### src/rtl/rf_pkg.sv
// Shared defaults, types and address-validity helper for the scoreboarded register file.
package rf_pkg;

  localparam int DATA_W_DEF   = 8;
  localparam int ADDR_W_DEF   = 5;
  localparam int NUM_REGS_DEF = 17;
  localparam int CNT_W_DEF    = 2;

  typedef logic [DATA_W_DEF-1:0] reg_data_t;
  typedef logic [ADDR_W_DEF-1:0] reg_addr_t;

  // r0 is hardwired zero and addresses past the implemented range are dead.
  function automatic logic rf_addr_valid(input int unsigned addr, input int unsigned num_regs);
    return (addr != 0) && (addr < num_regs);
  endfunction

endpackage

### src/rtl/rf_scoreboard.sv
// Per-register saturating pending-write counters; ready/busy are combinational, counters update on posedge.
// Backpressure: issue_ready drops when the reserved destination is saturated, unless a writeback frees it this cycle.
module rf_scoreboard
  import rf_pkg::*;
#(
  parameter int ADDR_W   = ADDR_W_DEF,
  parameter int NUM_REGS = NUM_REGS_DEF,
  parameter int CNT_W    = CNT_W_DEF,
  parameter int BYPASS   = 1
) (
  input  logic              clk,
  input  logic              rst,
  input  logic              wb_vld,
  input  logic [ADDR_W-1:0] wb_rd,
  input  logic              issue_valid,
  input  logic [ADDR_W-1:0] issue_rd,
  output logic              issue_ready,
  input  logic [ADDR_W-1:0] rs,
  input  logic [ADDR_W-1:0] rt,
  output logic              rs_busy,
  output logic              rt_busy
);

  localparam logic [CNT_W-1:0] CNT_MAX = '1;
  localparam logic [CNT_W-1:0] CNT_ONE = CNT_W'(1);

  logic [CNT_W-1:0] pend_q [1:NUM_REGS-1];
  logic [CNT_W-1:0] pend_d [1:NUM_REGS-1];

  logic             wb_ok, iss_ok, rs_ok, rt_ok;
  logic [CNT_W-1:0] wb_cnt, iss_cnt, rs_cnt, rt_cnt;
  logic             dec, inc;

  function automatic logic [CNT_W-1:0] pend_of(input logic [ADDR_W-1:0] a);
    pend_of = '0;
    for (int i = 1; i < NUM_REGS; i++) begin
      if (a == ADDR_W'(i)) pend_of = pend_q[i];
    end
  endfunction

  always_comb begin
    wb_ok   = rf_addr_valid(32'(wb_rd), NUM_REGS);
    iss_ok  = rf_addr_valid(32'(issue_rd), NUM_REGS);
    rs_ok   = rf_addr_valid(32'(rs), NUM_REGS);
    rt_ok   = rf_addr_valid(32'(rt), NUM_REGS);
    wb_cnt  = pend_of(wb_rd);
    iss_cnt = pend_of(issue_rd);
    rs_cnt  = pend_of(rs);
    rt_cnt  = pend_of(rt);

    // A writeback to a zero count is an unscoreboarded legacy write and leaves the counter alone.
    dec         = wb_vld && wb_ok && (wb_cnt != '0);
    issue_ready = !(iss_ok && (iss_cnt == CNT_MAX)) || (dec && (wb_rd == issue_rd));
    inc         = issue_valid && issue_ready && iss_ok;

    // With forwarding, the last outstanding write landing this cycle already satisfies the reader.
    rs_busy = rs_ok && (rs_cnt != '0) &&
              !((BYPASS != 0) && dec && (wb_rd == rs) && (rs_cnt == CNT_ONE) &&
                !(inc && (issue_rd == rs)));
    rt_busy = rt_ok && (rt_cnt != '0) &&
              !((BYPASS != 0) && dec && (wb_rd == rt) && (rt_cnt == CNT_ONE) &&
                !(inc && (issue_rd == rt)));
  end

  always_comb begin
    for (int i = 1; i < NUM_REGS; i++) begin
      pend_d[i] = pend_q[i];
      if (inc && (issue_rd == ADDR_W'(i)) && !(dec && (wb_rd == ADDR_W'(i)))) begin
        pend_d[i] = pend_q[i] + CNT_ONE;
      end else if (dec && (wb_rd == ADDR_W'(i)) && !(inc && (issue_rd == ADDR_W'(i)))) begin
        pend_d[i] = pend_q[i] - CNT_ONE;
      end
    end
  end

  always_ff @(posedge clk) begin
    for (int i = 1; i < NUM_REGS; i++) begin
      if (rst) pend_q[i] <= '0;
      else     pend_q[i] <= pend_d[i];
    end
  end

endmodule

### src/rtl/reg_file_sb.sv
// Register file with hardwired r0, zero-latency dual read, one-cycle write and optional write-to-read forwarding.
// Backpressure: none on writeback; issue is throttled by the embedded scoreboard via issue_ready.
module reg_file_sb
  import rf_pkg::*;
#(
  parameter int DATA_W   = DATA_W_DEF,
  parameter int ADDR_W   = ADDR_W_DEF,
  parameter int NUM_REGS = NUM_REGS_DEF,
  parameter int CNT_W    = CNT_W_DEF,
  parameter int BYPASS   = 1
) (
  input  logic              clk,
  input  logic              rst,
  input  logic              rw,
  input  logic [ADDR_W-1:0] RD,
  input  logic [DATA_W-1:0] RD_data,
  input  logic [ADDR_W-1:0] RS,
  input  logic [ADDR_W-1:0] RT,
  output logic [DATA_W-1:0] RS_data,
  output logic [DATA_W-1:0] RT_data,
  input  logic              issue_valid,
  input  logic [ADDR_W-1:0] issue_rd,
  output logic              issue_ready,
  output logic              rs_busy,
  output logic              rt_busy
);

  logic [DATA_W-1:0] regs_q [1:NUM_REGS-1];
  logic [DATA_W-1:0] regs_d [1:NUM_REGS-1];

  logic wr_ok, rs_ok, rt_ok;

  function automatic logic [DATA_W-1:0] reg_of(input logic [ADDR_W-1:0] a);
    reg_of = '0;
    for (int i = 1; i < NUM_REGS; i++) begin
      if (a == ADDR_W'(i)) reg_of = regs_q[i];
    end
  endfunction

  always_comb begin
    wr_ok = rf_addr_valid(32'(RD), NUM_REGS);
    rs_ok = rf_addr_valid(32'(RS), NUM_REGS);
    rt_ok = rf_addr_valid(32'(RT), NUM_REGS);
    for (int i = 1; i < NUM_REGS; i++) begin
      regs_d[i] = regs_q[i];
      if (rw && wr_ok && (RD == ADDR_W'(i))) regs_d[i] = RD_data;
    end
  end

  always_comb begin
    RS_data = rs_ok ? reg_of(RS) : '0;
    RT_data = rt_ok ? reg_of(RT) : '0;
    if ((BYPASS != 0) && rw && wr_ok && (RD == RS)) RS_data = RD_data;
    if ((BYPASS != 0) && rw && wr_ok && (RD == RT)) RT_data = RD_data;
  end

  always_ff @(posedge clk) begin
    for (int i = 1; i < NUM_REGS; i++) begin
      if (rst) regs_q[i] <= '0;
      else     regs_q[i] <= regs_d[i];
    end
  end

  rf_scoreboard #(
    .ADDR_W  (ADDR_W),
    .NUM_REGS(NUM_REGS),
    .CNT_W   (CNT_W),
    .BYPASS  (BYPASS)
  ) u_sb (
    .clk        (clk),
    .rst        (rst),
    .wb_vld     (rw),
    .wb_rd      (RD),
    .issue_valid(issue_valid),
    .issue_rd   (issue_rd),
    .issue_ready(issue_ready),
    .rs         (RS),
    .rt         (RT),
    .rs_busy    (rs_busy),
    .rt_busy    (rt_busy)
  );

endmodule

### config.mk
export PLATFORM = sky130hd
export DESIGN_NAME = reg_file_sb
export DESIGN_NICKNAME = d
export VERILOG_FILES = /design/src/rtl/rf_pkg.sv /design/src/rtl/rf_scoreboard.sv /design/src/rtl/reg_file_sb.sv
export SDC_FILE = /design/constraint.sdc
export NUM_CORES = 1
export LEC_CHECK = 0
export CORE_MARGIN = 2
export CORE_UTILIZATION = 55
export DETAILED_ROUTE_END_ITERATION = 10
export PLACE_DENSITY_LB_ADDON = 0.12
export REMOVE_ABC_BUFFERS = 1
export SLEW_MARGIN = 15
export SYNTH_ARGS = -nofsm -noshare
export SYNTH_HDL_FRONTEND = slang
export SYNTH_SLANG_ARGS = --single-unit
### constraint.sdc
create_clock -name clk -period 4 [get_ports clk]
set_input_delay 0.8 -clock clk [delete_from_list [all_inputs] [get_ports clk]]
set_output_delay 0.8 -clock clk [all_outputs]
set_load 0.02 [all_outputs]
Word level (Yosys, flattened, before mapping)
Memory sizes are Yosys's and may differ from the RTL's.
Cells that the tools add are included.
- bits in registers: 0
- bits in latches: 0
- RAM bits: 160
- bits in read-only memories: 0
- input port bits: 32
- word-level logic and storage cells: 474
- memories: 2
- memory list (memory ; words ; bits a word ; rd ports ; clocked after Yosys merged registers in ; write ports ; line ; text):
    regs_q ; 16 ; 8 ; 16 ; 0 ; 16 ; reg_file_sb.sv:28 ; logic [DATA_W-1:0] regs_q [1:NUM_REGS-1];
    u_sb.pend_q ; 16 ; 2 ; 16 ; 0 ; 16 ; rf_scoreboard.sv:27 ; logic [CNT_W-1:0] pend_q [1:NUM_REGS-1];
- add/subtract/negate cells: 32
- $mul: 0
- divide/modulo/power cells: 0
- order comparisons: 4
- equality and inequality tests: 72
- shifts and indexed selects: 0
- muxes and demuxes: 183
- bitwise operators: 32
- reduce and logical (&&, ||, !) cells: 149
- operators with widths (operator ; number):
    2-to-1 mux 8 bit ; 68
    2-to-1 mux 2 bit ; 112
    == test 5 x 4 -> 1 bit (second input constant) ; 32
    logical AND 1 bit ; 104
    == test 5 x 3 -> 1 bit (second input constant) ; 16
    == test 5 x 2 -> 1 bit (second input constant) ; 8
    logical NOT 1 bit ; 37
    adder 2 x 1 -> 2 bit (second input constant) ; 16
    bitwise OR 1 bit ; 32
    subtractor 2 x 1 -> 2 bit (second input constant) ; 16
    == test 5 bit ; 5
    == test 5 x 1 -> 1 bit (second input constant) ; 4
    == test 5 bit (second input constant) ; 4
    less-than comparator 5 bit (second input constant) ; 4
    nonzero test 5 bit ; 4
    nonzero test 2 bit ; 3
    == test 2 x 1 -> 1 bit (second input constant) ; 2
    2-to-1 mux 1 bit ; 3
    == test 2 bit (second input constant) ; 1
    logical OR 1 bit ; 1

Logic depth before layout (Yosys ltp)
Gate-level depths: netlist (run 1).
- word-level depth: 29
- depth in mapped cells: 16

Hierarchy
A second synthesis (run 1) with hierarchy kept.
- cells, all modules: 1504
- area, all modules: 11832.6 µm²
- by module, submodules not included (module ; times used ; cells an instance ; area an instance (µm²) ; seq. area each (µm²)):
    reg_file_sb ; 1 ; 992 ; 7892.6 ; 2562.5
    rf_scoreboard ; 1 ; 512 ; 3940.0 ; 640.6

Worst setup path before layout (run 1)
No wires, ideal clock.
- kind: input to output
- from: input port RS[4]
- to: output port RS_data[5]
- data arrival time: 2.943 ns
- data required time: 3.200 ns
- setup slack: 0.257 ns
- cell stages on the path: 9
- cells stage by stage: clkbuf_1 -> or3b_1 -> clkbuf_1 -> nor2_1 -> a22oi_1 -> a41o_1 -> a32oi_1 -> a2111oi_0 -> o31ai_1
- cells in the longest elaborated chain, start to end: 19
- ends and longest elaborated chain (item ; line ; text):
    start, declared ; reg_file_sb.sv:17 ; input logic [ADDR_W-1:0] RS,
    == test 5 x 1 -> 1 bit ; reg_file_sb.sv:36 ; if (a == ADDR_W'(i)) reg_of = regs_q[i];
    2-to-1 mux 8 bit (16 in a row) ; reg_file_sb.sv:36 ;
    2-to-1 mux 8 bit ; reg_file_sb.sv:51 ; RS_data = rs_ok ? reg_of(RS) : '0;
    2-to-1 mux 8 bit * ; reg_file_sb.sv:53 ; if ((BYPASS != 0) && rw && wr_ok && (RD == RS)) RS_data = RD_data;
    end, declared ; reg_file_sb.sv:19 ; output logic [DATA_W-1:0] RS_data,
Every way passes the cells marked *; elsewhere a longest branch is shown, timed or not.

Worst setup path in the final report (run 1)
- from: input port RT[2]
- to: output port RT_data[4]
- cells in the longest elaborated chain, start to end: 19
- ends and longest elaborated chain (item ; line ; text):
    start, declared ; reg_file_sb.sv:18 ; input logic [ADDR_W-1:0] RT,
    == test 5 x 1 -> 1 bit ; reg_file_sb.sv:36 ;
    2-to-1 mux 8 bit (16 in a row) ; reg_file_sb.sv:36 ;
    2-to-1 mux 8 bit ; reg_file_sb.sv:52 ; RT_data = rt_ok ? reg_of(RT) : '0;
    2-to-1 mux 8 bit * ; reg_file_sb.sv:54 ; if ((BYPASS != 0) && rw && wr_ok && (RD == RT)) RT_data = RD_data;
    end, declared ; reg_file_sb.sv:20 ; output logic [DATA_W-1:0] RT_data,
Marked as above.

==> results.md, run 1 <==
- The initial utilization of the core area, before any placement, comes to 0.558.
- The count of input and output buffers is 50.
- Of the total synthesized cell area, the portion taken by full adders, half adders and majority gates is 0.0193.
- The clock sink total is 160.
- The full die area is 0.0200 mm².
- Once placement completed, the tool counted placed cells totaling 1,721.
- The netlist area before placement is 0.0104 mm².
- In the finished design, the share of the clock period the worst path needs comes to 0.985.
- Max-cap violations in this run came to 0.
- The flow ran to the end, and the final reports show no timing, DRC or antenna violations.
- The worst voltage drop across the vdd grid is 0.299 mV.
- Synthesis produced 1,292 cells.
- The worst register-to-register path begins at u_sb.pend_q[3][1]$_SDFFE_PP0P_.
- The total congestion overflow is 0.
- For this block, the routed nets add up to 41,000 µm of wire.
- 51 I/O pins were placed.
- Clock latency on the worst-skew pair, taken at its later pin, is 0.44 ns.
- The TritonCTS clock tree is built.
- In this run the critical register-to-register path is captured at u_sb.pend_q[7][1]$_SDFFE_PP0P_.
- The mux contribution to synthesized area is 0.126.
- The main combinational cell family by area after synthesis is simple AND/OR/NAND/NOR gates.
- In the final routed layout, each cell accounts on average for 23.2 µm.
- The number of buffers created by CTS is 17.
- Prior to clock tree synthesis, the placed netlist has a worst setup slack of -0.630 ns.
- For this run, the post-layout net count is 1,566.
- In the layout the commonest cells are buf_4, nor2_1, dfxtp_1, mux2i_1, a21oi_1.
- The number of failing setup endpoints in the final timing report is 0.
- The die is 141 µm tall.
- In this run the cell area measured after placement is 0.0126 mm².
- The number of different library cells in the post-synthesis netlist is 79.
- For this run, the number of Yosys warnings is 0.
- The worst min-delay path category is flip-flop to flip-flop.
- The number of inserted diodes is 0.
- In the final layout, the share of cells above drive strength 1 is 0.262.
- The via count of the first global-routing pass is 10,800.
- The register-to-register path setup slack is 0.71 ns.
- The transition at the pin with the smallest max-transition slack is 0.746 ns.
- Power spread over the standard cell area amounts to 289 mW/mm².
- The clock period minus final worst setup slack is 3.94 ns.
- The max-slew violation count came to 0.
- The master cell of the clock root buffer is clkbuf_16.
- After clock tree synthesis, the clock-pin slew on the worst setup and hold paths is 0.07 ns.
- The clock passes through at most 2 buffers.
- The complex-gate fraction of the synthesized area is 0.215.
- The share of flip-flops with an asynchronous set or reset after synthesis is 0.
- The worst-case reg-to-reg path depth is 11.
- After floorplanning, the core was divided into 50 placement rows.
- The remaining number of nets flagged by the antenna check after routing is 0.
- CTS built an H-tree with a depth of 4.
- For the worst setup path, the data required time is 3.20 ns.
- The achievable clock frequency is 254 MHz.
- The total vias in the final route is 11,700.
- The synthesized-area fraction occupied by and/or/nand/nor cells is 0.235.
- The worst min-delay path startpoint is regs_q[0][79]$_SDFFE_PP0P_.
- The sort of element at the end of the critical path is a primary output.
- Each instance of the synthesized netlist takes up on average 8.02 µm².
- The total routing resource utilization after global routing is 0.409.
- The synthesized flop and latch total is 160.
- The sequential fraction of the synthesis area is 0.309.
- The number of vias per cell is 6.65.
- The finished cells cover 0.0136 mm².
- The startpoint of the most critical setup path is RT[2].
- The first global-routing pass estimated 63,200 µm of wire.
- The standard cell core area is 0.0186 mm².
- The count of final hold-check violations is 0.
- The number of antenna violations at the first check in global routing was 0.
- Entering global routing, the biggest net connects 161 pins.
- For this design the static power due to leakage is 5.88 nW.
- Along the worst hold path, the cell count comes to 2.
- The maximum fanout encountered on the critical timing path is 12.
- For this run, design rule violations remaining after detail routing come to 0.
- The main flop type after synthesis is dfxtp_1.
- In the post-route analysis, the smallest setup slack over all paths is 0.0583 ns.
- By startpoint and endpoint, the worst setup path is classified as input port to primary output.
- The detailed router finished its first iteration with 1,632 violations.
- In this run the horizontal extent of the chip is 141 µm.
- The post-route non-filler standard cell count is 1,765.
- The arrival time at the worst endpoint is 3.14 ns.
- The clock tree skew after final layout is 0.0217 ns.
- The nature of the critical path startpoint is an input port.
- Across all hold checks on the routed design, the worst slack comes to 0.485 ns.
- After filler insertion, the fill cell instance count of the layout stands at 1,514.
- From synthesis to final layout, the design area changed by 31.0%.
- The half-perimeter wire length after detailed placement is 30,600 µm.
- The synthesized design contains 0 enable-type register cells.
- The final RePlAce weighted congestion is 0.984.
- The worst relative slew slack is 0.503.
- For hold timing, the worst endpoint is regs_q[0][79]$_SDFFE_PP0P_.
- Buffers inserted to repair hold after CTS numbered 0.
- The library cell used most frequently in the layout, excluding fill and tap cells, is buf_4.
- The number of detailed-routing iterations run before antenna repair is 7.
- Of the total synthesized cell area, the portion taken by XOR and XNOR cells is 0.0490.
flip-flops by register name, summed over array words and instances (netlist names):
register,flops
u_sb.pend_q,32
regs_q,128
metrics by stage:
step / power [W] / TNS, ns / utilization
after global placement: 0.00220 / -13.54 / 0.680
final: 0.00393 / 0 / 0.731
after CTS: 0.00390 / -0.000390 / 0.721
after floorplan: 0.00185 / 0 / -
after global routing: 0.00403 / -0.0000238 / 0.731
after detailed placement: 0.00221 / -16.75 / 0.680
timing repair:
item,in CTS,in global routing
gates cloned,0,1
buffers inserted,6,5
resized for setup,116,56
pin swaps,17,25
setup endpoints to repair,19,19
worst max-delay path, cell delays in order:
cell	delay, ns
clkdlybuf4s50_1	0.47
buf_6	0.17
nand2b_1	0.16
buf_4	0.14
nor2_2	0.04
buf_4	0.17
a221o_1	0.29
a221oi_2	0.29
a31oi_2	0.17
nor2_1	0.17
o22ai_1	0.10
buf_2	0.17
report_power, final:
| group | total, W | leakage [nW] | switching, W | internal [W] |
|---|---|---|---|---|
| sequential | 0.00162 | 1.29 | 0.0000213 | 0.00160 |
| combinational | 0.000593 | 4.29 | 0.000344 | 0.000249 |
| clock | 0.00171 | 0.295 | 0.000809 | 0.000900 |
cell usage after synthesis, drive strengths merged (14+ instances only):
library cell,n,area [µm²]
a21oi,75,375
a221oi,20,175
a22o,14,123
a22oi,53,398
and3,15,93.8
buf,27,140
clkbuf,77,289
dfxtp,160,3200
ha,16,200
inv,15,56.3
mux2,17,191
mux2i,109,1090
nand2,68,255
nand2b,18,113
nand3,60,300
nor2,197,739
nor3,41,255
o21ai,35,175
or3,20,125
xor2,46,403
worst max path at each step:
stage                       endpoint  slack [ns]  cells past startpoint
after detailed placement  RS_data[1]       -0.63                      9
final                     RT_data[4]        0.06                     12
after CTS                    rt_busy     -0.0004                     12
after floorplan              rt_busy        0.14                      7
after global placement    RS_data[1]       -0.64                      9
after global routing      RT_data[7]    -0.00002                     10
per-layer routing:
metal  vias to the layer above  track usage  routed length, µm
met1                      5567        0.588              17300
met2                       833        0.606              17400
li1                       5239            -                  -
met3                        91        0.107               5360
met5                         -       0.0175                 45
met4                         2        0.109                896
final cells by class:
type | count | area, µm² | area share
clock inverter | 15 | 186 | 0.0137
sequential | 160 | 3200 | 0.236
timing repair buffer | 311 | 2450 | 0.180
clock buffer | 17 | 425 | 0.0313
multi-input combinational | 1012 | 6970 | 0.513
inverter | 16 | 60.1 | 0.00442
tap | 234 | 293 | 0.0216
cell families (layout without fill, tap and decap cells):
logic type | count (synthesis) | after routing
simple gates | 494 | 494
compound gates | 317 | 317
flops | 160 | 160
mux | 127 | 127
buf+inv | 120 | 359
xor+xnor | 58 | 58
fa+ha+maj | 16 | 16
Note: power is estimated with default switching activity, not from simulation.
==> run 2: changes to the inputs <==
--- a/config.mk
+++ b/config.mk
@@ -8,7 +8,9 @@
 export CORE_MARGIN = 2
 export CORE_UTILIZATION = 55
 export DETAILED_ROUTE_END_ITERATION = 10
+export GPL_TIMING_DRIVEN = 1
 export PLACE_DENSITY_LB_ADDON = 0.12
+export RECOVER_POWER = 50
 export REMOVE_ABC_BUFFERS = 1
 export SLEW_MARGIN = 15
 export SYNTH_ARGS = -nofsm -noshare
==> constraint.sdc (replaced) <==
create_clock -name clk -period 4.6 [get_ports clk]
set_input_delay 0.92 -clock clk [delete_from_list [all_inputs] [get_ports clk]]
set_output_delay 0.92 -clock clk [all_outputs]
set_load 0.02 [all_outputs]
==> results.md, run 2 (same netlist as run 1, synthesis figures left out) <==
- The initial detailed-routing violation count came to 1,598 (-2.1%).
- The count of input and output buffers was 50 (unchanged).
- The proportion of layout cells with a drive suffix above 1 was 0.208 (-0.0538).
- The number of buffers on the longest clock path came to 2 (unchanged).
- The routed length per instance was 23.7 µm (+2.0%).
- The hold-fix buffer count after cts came to 0 (unchanged).
- The half-perimeter wire length after detailed placement came to 31,200 µm (+1.9%).
- The run finished with clean final reports.
- The number of inserted diodes came to 0 (unchanged).
- The flip-flop count of the largest register after layout is 128 (unchanged).
- The worst relative slew slack is 0.349 (-0.154).
- The number of H-tree branching levels is 4 (unchanged).
- The remaining number of nets flagged by the antenna check after routing is 0 (unchanged).
- The cell area after placement is 0.0125 mm² (-0.79%).
- The width of the die is 141 µm (unchanged).
- The floorplan die height is 141 µm (unchanged).
- The standard cell core area is 0.0186 mm² (unchanged).
- The clock period minus final worst setup slack is 4.57 ns.
- The full die area is 0.0200 mm² (unchanged).
- The worst voltage drop across the vdd grid was 0.296 mV (-0.93%).
- The net count reported at finish is 1,539 (-1.7%).
- The number of failing setup endpoints in the final timing report is 0 (unchanged).
- The arrival time at the worst endpoint is 3.65 ns (+0.51 ns).
- The pin count of the biggest net entering global routing is 93 (-42%).
- The transition at the pin with the smallest max-transition slack is 0.977 ns (+0.231 ns).
- The DRC violation count after routing is 0 (unchanged).
- The clock sink total is 160 (unchanged).
- The final RePlAce weighted congestion is 1.02 (+3.3%).
- The clock slew seen by the registers of the worst setup and hold paths came to 0.08 ns (about the same).
- The family of cells with the greatest summed delay on the critical path is buffers and inverters.
- The most frequent standard cell in the layout excluding fill and tap cells is buf_4.
- The total routing resource utilization after global routing was 0.408 (-0.000725).
- The standard cell with the maximum stage delay on the critical path is or3b_2.
- The total wire length is 41,100 µm (+0.40%).
- The global-route wire length before repair is 62,300 µm (-1.4%).
- The number of buffers created by CTS is 17 (unchanged).
- The largest registers in the layout are regs_q (128), u_sb.pend_q (32).
- In the finished design, the share of the clock period the worst path needs comes to 0.994.
- The TritonCTS clock tree is built.
- The number of primary I/O pins came to 51 (unchanged).
- STA classifies the critical path endpoint as a primary output.
- The count of final hold-check violations is 0 (unchanged).
- The clock latency on the worst-skew pair is 0.44 ns (about the same).
- The largest stage delay on the critical path is 0.55 ns (+0.08 ns).
- The critical path class is input port to primary output.
- The register with the highest flop count is regs_q.
- Setup repair after global routing could not meet its margin everywhere.
- The starting density of the core came to 0.558 (unchanged).
- The master cell of the clock root buffer is clkbuf_16.
- The number of maximum-capacitance constraint violations is 0 (unchanged).
- The number of placement rows came to 50 (unchanged).
- The total vias in the final route is 11,400 (-2.9%).
- The number of detailed-routing iterations run before antenna repair came to 6 (-1).
- The count of filler cells inserted in the layout came to 1,551 (+2.4%).
- The number of vias per cell is 6.56 (-1.4%).
- The final standard cell utilization of the core is 0.707 (-0.0240).
- The leakage power total is 5.65 nW (-3.8%).
- The max-slew violation count came to 0 (unchanged).
- The clock tree skew after final layout was 0.0129 ns (-0.00883 ns).
- The total congestion overflow is 0 (unchanged).
- The areal power density over the cells is 255 mW/mm² (-12%).
- The post-route non-filler standard cell count is 1,738 (-1.5%).
- The data required time of the worst path is 3.68 ns (+0.48 ns).
- The area overhead of the layout relative to synthesis is 26.7%.
- The total buffers and inverters traversed by the critical path is 4 (-1).
- The library cells used most frequently in the layout, excluding fill and tap cells, are buf_4, nor2_1, dfxtp_1, mux2i_1, a21oi_1.
- The min-delay analysis places its worst path in the category flip-flop to flip-flop.
- The via count of the first global-routing pass is 10,700 (-1.5%).
- The number of cells in the design after placement is 1,706 (-0.87%).
- Walking the worst path, the cells encountered are clkdlybuf4s50_1 -> buf_12 -> or3b_2 -> nor2_1 -> buf_4 -> a221oi_1 -> nand3_1 -> a21oi_2 -> o31ai_1 -> a22o_1 -> dlygate4sd2_1.
- Timing would allow up to 219 MHz.
- The worst setup path is launched from an input port.
- The number of antenna violations at the first check in global routing is 0 (unchanged).
- The maximum fanout encountered on the critical timing path is 12 (unchanged).
- The total non-filler cell area in the finished layout was 0.0131 mm² (-3.3%).
-- run 2: changes by cell type in the layout (fill, tap and decap cells not counted), sizes merged, moves of 2 or more --
| cell | change |
|---|---|
| clkbuf | +2 |
| clkdlybuf4s50 | +15 |
| dlymetal6s2s | -2 |
| clkdlybuf4s15 | -3 |
| dlygate4sd2 | +3 |
| buf | -42 |
-- run 2: cell type report --
type / count / area, µm² / area share
multi-input cells: 1012 / 6720 / 0.511
flip-flops and latches: 160 / 3200 / 0.244
inverters: 16 / 60.1 / 0.00457
well taps: 234 / 293 / 0.0223
clock buffers: 17 / 425 / 0.0324
clock inverters: 15 / 169 / 0.0129
repair buffers: 284 / 2270 / 0.173
-- run 2: repair_timing --
item / 4_1_cts / 5_1_grt
gates resized for setup: 31 / 17
pin swaps: 2 / 0
setup buffers: 0 / 0
endpoints found under the setup margin: 19 / 9
-- run 2: per-stage QoR --
step / power, W / hold slack (ns) / worst slack [ns] / setup TNS [ns]
2_1_floorplan: 0.00161 / 0.439 / 0.504 / 0
3_3_place_gp: 0.00191 / 0.462 / -0.288 / -3.14
3_5_place_dp: 0.00192 / 0.466 / -0.307 / -3.22
4_1_cts: 0.00333 / 0.476 / 0.00749 / 0
5_1_grt: 0.00344 / 0.503 / -0.0547 / -0.0712
6_report: 0.00335 / 0.487 / 0.0262 / 0
-- run 2: worst register-to-register path, cell delays in order, from the launching register on --
cell	delay, ns
dfxtp_1	0.45
mux2_2	0.33
o221ai_1	0.17
o21ai_1	0.11
or4b_1	0.52
a31o_1	0.26
and2_1	0.16
buf_4	0.22
nor3_1	0.26
ha_1	0.28
or3_1	0.35
a21oi_1	0.15
-- run 2: final timing paths --
path | startpoint | endpoint | slack [ns] | cells past startpoint
max | RT[0] | RT_data[0] | 0.03 | 11
min | regs_q[0][132]$_SDFFE_PP0P_ | regs_q[0][132]$_SDFFE_PP0P_ | 0.49 | 2
max reg2reg | u_sb.pend_q[4][3]$_SDFFE_PP0P_ | u_sb.pend_q[3][1]$_SDFFE_PP0P_ | 1.28 | 11
min reg2reg | regs_q[0][132]$_SDFFE_PP0P_ | regs_q[0][132]$_SDFFE_PP0P_ | 0.49 | 2
-- run 2: per-layer routing --
metal | track usage | up-vias | wire (µm) | part of all wire
met1 | 0.591 | 5322 | 17600 | 0.43
li1 | - | 5183 | - | -
met3 | 0.118 | 120 | 5420 | 0.13
met5 | 0 | - | 0 | 0
met2 | 0.584 | 771 | 16900 | 0.41
met4 | 0.129 | 0 | 1280 | 0.031
-- run 2: report_power, final --
part | switching, W | total (W) | internal [W] | leakage (nW)
logic | 0.000286 | 0.000488 | 0.000202 | 4.08
registers | 0.0000193 | 0.00141 | 0.00139 | 1.29
clock network | 0.000715 | 0.00145 | 0.000730 | 0.283
total | 0.00102 | 0.00335 | 0.00233 | 5.65
